`config.mk`:
```
export PLATFORM = sky130hd
export DESIGN_NAME = pipe_stall_ctrl
export DESIGN_NICKNAME = d
export VERILOG_FILES = /design/src/rtl/pipe_ctrl_pkg.sv /design/src/rtl/div_seq_counter.sv /design/src/rtl/pipe_stall_ctrl.sv
export SDC_FILE = /design/constraint.sdc
export NUM_CORES = 1
export LEC_CHECK = 0
export CAP_MARGIN = 20
export CELL_PAD_IN_SITES_DETAIL_PLACEMENT = 0
export CELL_PAD_IN_SITES_GLOBAL_PLACEMENT = 1
export CORE_AREA = 2 2 42 44
export CTS_CLUSTER_SIZE = 10
export DETAILED_ROUTE_END_ITERATION = 8
export DIE_AREA = 0 0 44 46
export GPL_ROUTABILITY_DRIVEN = 0
export GPL_TIMING_DRIVEN = 0
export HOLD_SLACK_MARGIN = 0.08
export PLACE_DENSITY = 0.71
export SLEW_MARGIN = 20
export SYNTH_ARGS = -nofsm -noshare
export SYNTH_HDL_FRONTEND = slang
export SYNTH_HIERARCHICAL = 1
export SYNTH_SLANG_ARGS = --single-unit
```
`constraint.sdc`:
```
create_clock -name clk -period 1.7 [get_ports clk]
set_clock_uncertainty 0.2 [all_clocks]
set_input_delay 0.17 -clock clk [delete_from_list [all_inputs] [get_ports clk]]
set_output_delay 0.17 -clock clk [all_outputs]
set_load 0.01 [all_outputs]
```
`src/rtl/pipe_ctrl_pkg.sv`:
```
// Shared constants for the pipeline stall/flush controller: stage indices,
// stall-vector encodings and the divide sequencer state enum.
package pipe_ctrl_pkg;

  localparam int unsigned STALL_W = 5;

  localparam int unsigned STG_PC  = 0;
  localparam int unsigned STG_IF  = 1;
  localparam int unsigned STG_ID  = 2;
  localparam int unsigned STG_EX  = 3;
  localparam int unsigned STG_MEM = 4;

  // Thermometer encodings: holding a stage also holds every stage before it
  localparam logic [STALL_W-1:0] STALL_NONE = 5'b00000;
  localparam logic [STALL_W-1:0] STALL_IF   = 5'b00011;
  localparam logic [STALL_W-1:0] STALL_ID   = 5'b00111;
  localparam logic [STALL_W-1:0] STALL_EX   = 5'b01111;
  localparam logic [STALL_W-1:0] STALL_MEM  = 5'b11111;

  typedef enum logic [0:0] {
    ST_IDLE     = 1'b0,
    ST_DIV_BUSY = 1'b1
  } div_state_e;

endpackage

```
`src/rtl/div_seq_counter.sv`:
```
// Multi-cycle divide sequencer: holds EX until the final divide cycle and
// pulses div_done when the result is valid. Freezes while MEM is not ready.
module div_seq_counter
  import pipe_ctrl_pkg::*;
#(
  parameter int unsigned DIV_CYCLES = 4,
  parameter int unsigned CNT_W      = 4
) (
  input  logic clk,
  input  logic reset,
  input  logic div_start,
  input  logic mem_wait,
  output logic stall_ex_div,
  output logic div_busy,
  output logic div_done
);

  div_state_e       r_state;
  div_state_e       w_state_nxt;
  logic [CNT_W-1:0] r_cnt;
  logic [CNT_W-1:0] w_cnt_nxt;
  logic             w_last;

  assign w_last = (r_cnt == CNT_W'(1));

  always_ff @(posedge clk) begin
    if (reset) begin
      r_state <= ST_IDLE;
      r_cnt   <= '0;
    end else begin
      r_state <= w_state_nxt;
      r_cnt   <= w_cnt_nxt;
    end
  end

  // div_start while busy is the same divide still sitting in EX, so it is ignored
  always_comb begin
    w_state_nxt = r_state;
    w_cnt_nxt   = r_cnt;
    case (r_state)
      ST_IDLE: begin
        if (div_start && !mem_wait) begin
          w_state_nxt = ST_DIV_BUSY;
          w_cnt_nxt   = CNT_W'(DIV_CYCLES - 1);
        end
      end
      ST_DIV_BUSY: begin
        if (!mem_wait) begin
          w_cnt_nxt = r_cnt - CNT_W'(1);
          if (w_last) begin
            w_state_nxt = ST_IDLE;
          end
        end
      end
      default: begin
        w_state_nxt = ST_IDLE;
        w_cnt_nxt   = '0;
      end
    endcase
  end

  assign stall_ex_div = !reset &&
                        (((r_state == ST_IDLE) && div_start) ||
                         ((r_state == ST_DIV_BUSY) && !w_last));
  assign div_busy     = !reset && (r_state == ST_DIV_BUSY);
  assign div_done     = !reset && (r_state == ST_DIV_BUSY) && w_last && !mem_wait;

endmodule

```
`src/rtl/pipe_stall_ctrl.sv`:
```
// Central pipeline stall/flush controller: priority-encodes stage requests
// into a thermometer stall vector and generates the branch flush.
// Optional performance counters are enabled with `define STALL_PERF_CNT_EN.
module pipe_stall_ctrl
  import pipe_ctrl_pkg::*;
#(
  parameter int unsigned DIV_CYCLES = 4,
  parameter int unsigned CNT_W      = 4
`ifdef STALL_PERF_CNT_EN
  ,
  parameter int unsigned PERF_W     = 32
`endif
) (
  input  logic               clk,
  input  logic               reset,
  input  logic               req_if,
  input  logic               req_id_lu,
  input  logic               div_start,
  input  logic               mem_wait,
  input  logic               branch_taken_ex,
  output logic [STALL_W-1:0] stall,
  output logic               do_stall,
  output logic               flush_br,
  output logic               div_busy,
  output logic               div_done
`ifdef STALL_PERF_CNT_EN
  ,
  output logic [PERF_W-1:0]  perf_stall_cyc,
  output logic [PERF_W-1:0]  perf_flush_cnt,
  output logic [PERF_W-1:0]  perf_div_cnt
`endif
);

  logic w_stall_ex_div;
  logic w_ex_held;
  logic w_lu_eff;

  div_seq_counter #(
    .DIV_CYCLES (DIV_CYCLES),
    .CNT_W      (CNT_W)
  ) u_div_seq (
    .clk          (clk),
    .reset        (reset),
    .div_start    (div_start),
    .mem_wait     (mem_wait),
    .stall_ex_div (w_stall_ex_div),
    .div_busy     (div_busy),
    .div_done     (div_done)
  );

  // EX hold is known before the load-use request, so the flush cannot loop back
  assign w_ex_held = mem_wait || w_stall_ex_div;
  assign flush_br  = !reset && branch_taken_ex && !w_ex_held;
  assign w_lu_eff  = req_id_lu && !flush_br;

  always_comb begin
    stall = STALL_NONE;
    if (reset) begin
      stall = STALL_NONE;
    end else if (mem_wait) begin
      stall = STALL_MEM;
    end else if (w_stall_ex_div) begin
      stall = STALL_EX;
    end else if (w_lu_eff) begin
      stall = STALL_ID;
    end else if (req_if) begin
      stall = STALL_IF;
    end
  end

  assign do_stall = |stall;

`ifdef STALL_PERF_CNT_EN
  logic [PERF_W-1:0] r_perf_stall_cyc;
  logic [PERF_W-1:0] r_perf_flush_cnt;
  logic [PERF_W-1:0] r_perf_div_cnt;

  always_ff @(posedge clk) begin
    if (reset) begin
      r_perf_stall_cyc <= '0;
      r_perf_flush_cnt <= '0;
      r_perf_div_cnt   <= '0;
    end else begin
      if (do_stall) r_perf_stall_cyc <= r_perf_stall_cyc + PERF_W'(1);
      if (flush_br) r_perf_flush_cnt <= r_perf_flush_cnt + PERF_W'(1);
      if (div_done) r_perf_div_cnt   <= r_perf_div_cnt + PERF_W'(1);
    end
  end

  assign perf_stall_cyc = r_perf_stall_cyc;
  assign perf_flush_cnt = r_perf_flush_cnt;
  assign perf_div_cnt   = r_perf_div_cnt;
`endif

endmodule
```
==> flow_summary.toml, run 1 <==
[status]
run_status = "finished, violations left"
violations = "setup timing"

[floorplan]
num_io_pins = 16
initial_core_util_pct = 21.9
std_cell_rows = 15
core_area_sq_um = 1610
dieArea_sq_um = 2020
chipHeight_um = 46
dieWidth_um = 44

[global_route]
grt_start_max_net_pins = 10
grt_usage_pct = 11.4
grt_pass1_vias = 416
antenna_found_initial = 0
grt_pass1_wl_um = 1680
grt_overflow = 0

[yosys]
netlist_instances = 45
netlist_area_sq_um = 354
syn_avg_cell_area_sq_um = 7.87
synth-seq-cells = 5
ys_warn_count = 6
syn_nets = 54
ys_seq_area_share_pct = 28.3
synth_cell_types = 21

[clock_network]
numCtsBuffers = 3
clk_pin_slew_ns = 0.04
clkSinkCount = 5
root_buffer = "clkbuf_4"
cts_tree = "done"
cts_max_level = 1
cts_hold_buffers = 0
clockBufferDepth = 2
clk_latency_ns = 0.25

[power_and_ir_drop]
ir_worst_vdd_v = 0.000383
p_comb_share_pct = 33.4
p_leak_nw = 0.284
power_uw = 418
swShare_pct = 29.4
seqPwrFrac_pct = 32.7
clockPowerShare_pct = 34.0
switchingPower_uw = 123
p_int_uw = 295
power_density_nw_per_um2 = 625

[timing]
max_freq_ghz = 0.496
worst_slew_pin_slew_ns = 0.365
setup_slack_ns = -0.315
tns_ns = -1.52
relSlewSlack_pct = 75.6
grt_setup_unrepaired = "yes"
period_share_pct = 119
setup_violations = 7
finalHoldViolations = 0
hold_ws_ns = 0.290
fin_crit_ns = 2.02
slew_viol_final = 0

[routing]
via_per_inst = 4.77
drt-initial-drc-count = 15
wirelength_um = 1020
via_count = 415
drtAntennaViolNets = 0
drtPass1Iterations = 4
wl_per_cell_um = 11.7
drcViolationCount = 0

[setup_path]
cp-end-kind = "output port"
worstPathArrival_ns = 1.65
setup.worst_path.start_class = "flop"
reg2regPathDepth = 9
crit_buf_inv = 3
cp_common_cell = "buf_6"
crit_type = "flop to output port"
timing.rr.end = "u_div_seq/r_cnt[2]"
worstReg2RegStart = "u_div_seq/r_cnt[1]"
cp_cell_sequence = "inv_2 > ha_4 > nor3b_4 > a211oi_2 > nor2_2 > a31oi_4 > buf_6 > buf_6"
path_delay_family = "compound AO/OA/AOI/OAI gates"
critPathMaxStageDelay_ns = 0.32
crit_slowest_cell = "dfxtp_2"
cp.required_ns = 1.33
rrSetupSlack_ns = 0.04
path_max_fanout = 4

[min_path]
min_to = "u_div_seq/r_cnt[1]"
holdPathStages = 3
hp-class = "primary input to flop"
worstHoldStart = "reset"

[final_layout]
diodes = 0
num-nets-final = 80
area_growth_pct = 88.7
layout-drive-gt1-share_pct = 50.0
final_cell_mix = "buf_2, buf_4, clkdlybuf4s50_1"
fillers = 178

[flow_run]
cap_violations = 0

[placement]
hpwl_um = 672
portBuffers = 15
timing repair:
| action | in CTS | in global routing |
|---|---|---|
| pin swaps | 7 | 5 |
| setup buffers | 9 | 1 |
| setup endpoints to repair | 9 | 10 |
| resized for setup | 49 | 2 |
cell type report:
type | count | area [sq um] | share of cell area [%]
Sequential cell | 5 | 106 | 15.9
Tap cell | 17 | 21.3 | 3.18
Timing Repair Buffer | 22 | 180 | 27.0
Multi-Input combinational cell | 33 | 294 | 44.0
Buffer | 2 | 25.0 | 3.75
Inverter | 4 | 15.0 | 2.25
Clock buffer | 4 | 26.3 | 3.93
per-layer routing:
metal / part of all wire, % / vias up / GRT usage (%)
li1: - / 209 / -
met1: 40 / 185 / 11.8
met2: 48 / 19 / 20.9
met3: 9.2 / 2 / 1.59
met4: 2.1 / 0 / 8.48
met5: 0 / - / 0
metrics by stage:
stage	utilization [%]	cells	setup WS [ns]	area, sq um
3_3_place_gp	34.5	77	-0.888	557
4_1_cts	42.2	89	-0.348	681
6_report	41.4	87	-0.315	668
3_5_place_dp	34.5	77	-0.907	557
2_1_floorplan	-	45	0.000966	385
5_1_grt	41.4	87	-0.373	668
registers in the layout (all words and copies together) (netlist names):
register and flops:
u_div_seq/r_state 1, u_div_seq/r_cnt 4
cell usage after synthesis, drive strengths merged:
cell,n,area share [%]
o21bai,1,2.1
dfxtp,5,28
mux2,1,3.2
o21ai,1,1.4
ha,2,7.1
buf,1,2.1
nand3,1,1.4
and2b,1,2.5
nor2b,3,5.3
a31oi,3,5.3
nand2b,2,3.5
nor4b,1,4.2
inv,4,4.2
a221oi,1,2.5
a21oi,3,4.2
nand2,2,2.1
a211oi,2,4.2
nor2,4,4.2
clkbuf,2,2.1
nor3b,3,6.4
or3,2,3.5
how the worst max path moves through the flow:
stage | startpoint | end | slack [ns] | cells past startpoint
floorplan | u_div_seq/r_cnt[1] | stall[1] | 0.001 | 7
global placement | reset | stall[1] | -0.89 | 7
detailed placement | reset | stall[1] | -0.91 | 7
CTS | u_div_seq/r_cnt[1] | stall[1] | -0.35 | 8
global route | u_div_seq/r_cnt[1] | stall[1] | -0.37 | 8
finish | u_div_seq/r_cnt[1] | stall[1] | -0.32 | 8
worst min-delay path, cell delays in order:
cell and delay, ns:
clkdlybuf4s15_2 0.28, clkbuf_8 0.20, a221oi_2 0.04
power groups by stage:
stage          sequential, mW  combinational, mW  clock [mW]
3_5_place_dp            0.133              0.115           0
5_1_grt                 0.137              0.153       0.152
4_1_cts                 0.136              0.144       0.146
6_report                0.137              0.139       0.142
3_3_place_gp            0.132              0.114           0
2_1_floorplan           0.132             0.0646           0
cells by family (layout without fill, tap and decap cells):
kind of cell               count (synthesis)  in the layout  synth area share (%)
and+or+nand+nor                           19             19                  33.2
adders and majority gates                  2              2                  7.07
muxes                                      1              1                  3.18
DFF                                        5              5                  28.3
buffers and inverters                      7             32                  8.48
AOI/OAI and AO/OA                         11             11                  19.8
No activity file was read; power rests on OpenSTA's default activity.
==> inputs of run 2 (changes only) <==
Settings changed: CORE_AREA 2 2 42 44 to 5 5 45 47, DIE_AREA 0 0 44 46 to 0 0 50 52.
==> run 2 against run 1 <==
Effect of this change: the flow still finishes with violations (setup timing); fmax up 0.72%; largest cell class unchanged; clock power hardly changed; clock-buffer cell count unchanged; first-iteration DRC count down 93%; non-clock buffer count decreased by 1; sequential power about the same; cell count decreased by 1.1%; die area increased by 28%; final area stayed put; total power down 0.56%; setup slack gained 0.014 ns; global-route usage fell by 2.3 points.
==> flow_summary.toml, run 2 (synthesized netlist as in run 1, its figures left out) <==
[power_and_ir_drop]
power_uw = 416
p_comb_share_pct = 33.2
p_leak_nw = 0.282
clockPowerShare_pct = 33.8
ir_worst_vdd_v = 0.000329
power_density_nw_per_um2 = 622
seqPwrFrac_pct = 33.0
swShare_pct = 29.1
switchingPower_uw = 121
p_int_uw = 295

[clock_network]
clockBufferDepth = 2
numCtsBuffers = 3
clk_pin_slew_ns = 0.04
cts_hold_buffers = 0
cts_max_level = 1
clkSinkCount = 5
clk_latency_ns = 0.24
cts_tree = "done"
root_buffer = "clkbuf_4"

[final_layout]
area.sequential_sq_um = 106
fillers = 165
fin_util_pct = 41.4
largest_register = "u_div_seq/r_cnt"
area_growth_pct = 88.7
top_regs = "u_div_seq/r_cnt: 4 flops, u_div_seq/r_state: 1 flops"
final_cell_mix = "buf_2, buf_4, clkdlybuf4s50_1"
layout-drive-gt1-share_pct = 50.7
multiInputGateArea_sq_um = 305
largest_register_ffs = 4
diodes = 0
num-nets-final = 79

[timing]
relSlewSlack_pct = 76.5
max_freq_ghz = 0.500
worst_slew_pin_slew_ns = 0.352
setup_slack_ns = -0.301
grt_setup_unrepaired = "yes"
setup_violations = 7
period_share_pct = 118
tns_ns = -1.39
slew_viol_final = 0
finalHoldViolations = 0
fin_crit_ns = 2.00

[floorplan]
num_io_pins = 16
dieArea_sq_um = 2600
dieWidth_um = 50
chipHeight_um = 52
std_cell_rows = 15
core_area_sq_um = 1610
initial_core_util_pct = 21.9

[flow_run]
cap_violations = 0

[placement]
portBuffers = 15
hpwl_um = 696

[global_route]
grt_start_max_net_pins = 10
grt_pass1_vias = 421
antenna_found_initial = 0
grt_usage_pct = 9.09
grt_overflow = 0
grt_pass1_wl_um = 1780

[routing]
wl_per_cell_um = 11.7
drcViolationCount = 0
drtPass1Iterations = 2
drtAntennaViolNets = 0
via_per_inst = 4.73
wirelength_um = 1000
via_count = 407
drt-initial-drc-count = 1

[setup_path]
crit_slowest_cell = "dfxtp_2"
cp-end-kind = "output port"
crit_type = "flop to output port"
setup.worst_path.start_class = "flop"
path_max_fanout = 4
cp.required_ns = 1.33
cp_common_cell = "buf_6"
cp_cell_sequence = "inv_2 > ha_4 > nor3b_4 > a211oi_2 > nor2_2 > a31oi_4 > buf_6 > buf_6"
worstPathArrival_ns = 1.63
critPathMaxStageDelay_ns = 0.31

[status]
violations = "setup timing"
run_status = "finished, violations left"

[min_path]
hp-class = "primary input to flop"
## run 2: changes by cell type in the layout (fill, tap and decap cells not counted), sizes merged
cell	before	now
buf	15	14
## run 2: through the flow
step / setup slack [ns] / cells / hold WS [ns] / cell area [sq um]
6_report: -0.301 / 86 / 0.284 / 668
5_1_grt: -0.386 / 86 / 0.294 / 668
4_1_cts: -0.338 / 89 / 0.280 / 681
3_5_place_dp: -0.891 / 77 / 0.297 / 557
3_3_place_gp: -0.890 / 77 / 0.297 / 557
2_1_floorplan: 0.000966 / 45 / 0.164 / 385
## run 2: layer usage
metal	global-route usage, %	vias to the layer above	part of all wire (%)
met5	0	-	0
li1	-	206	-
met3	4.58	3	10
met2	14.2	16	47
met4	6.55	0	2.9
met1	9.23	182	40
## run 2: final timing paths
check	start	to	slack, ns	cells after the start
worst max-delay path	u_div_seq/r_cnt[1]	stall[1]	-0.30	8
worst min-delay path	reset	u_div_seq/r_cnt[1]	0.28	3
worst max register to register	u_div_seq/r_cnt[1]	u_div_seq/r_cnt[2]	0.12	8
worst min register to register	u_div_seq/r_cnt[3]	u_div_seq/r_cnt[3]	0.33	2
## run 2: timing repair
action | 4_1_cts | 5_1_grt
buffers inserted | 9 | 2
gates resized for setup | 49 | 3
setup endpoints to repair | 9 | 10
pin swaps | 7 | 6
hold endpoints to repair | 0 | 0
## run 2: worst max-delay path: cells and delay by family, from the launching register on
family | cells | cell delay, ns
adders and majority gates | 1 | 0.11
buffers and inverters | 3 | 0.31
DFF | 1 | 0.31
and+or+nand+nor | 2 | 0.42
AOI/OAI and AO/OA | 2 | 0.23
## run 2: area by class of cell
cell class | count | area share (%)
multi-input combinational | 33 | 45.7
timing repair buffer | 21 | 25.3
sequential | 5 | 15.9
clock buffer | 4 | 3.93
buffer | 2 | 3.75
tap | 17 | 3.18
inverter | 4 | 2.25
## run 2: power by group through the flow
| stage | Sequential [mW] | Clock (mW) | Combinational [mW] |
|---|---|---|---|
| 2_1_floorplan | 0.132 | 0 | 0.0646 |
| 3_3_place_gp | 0.132 | 0 | 0.115 |
| 3_5_place_dp | 0.133 | 0 | 0.115 |
| 4_1_cts | 0.136 | 0.148 | 0.144 |
| 5_1_grt | 0.139 | 0.156 | 0.152 |
| 6_report | 0.137 | 0.141 | 0.138 |
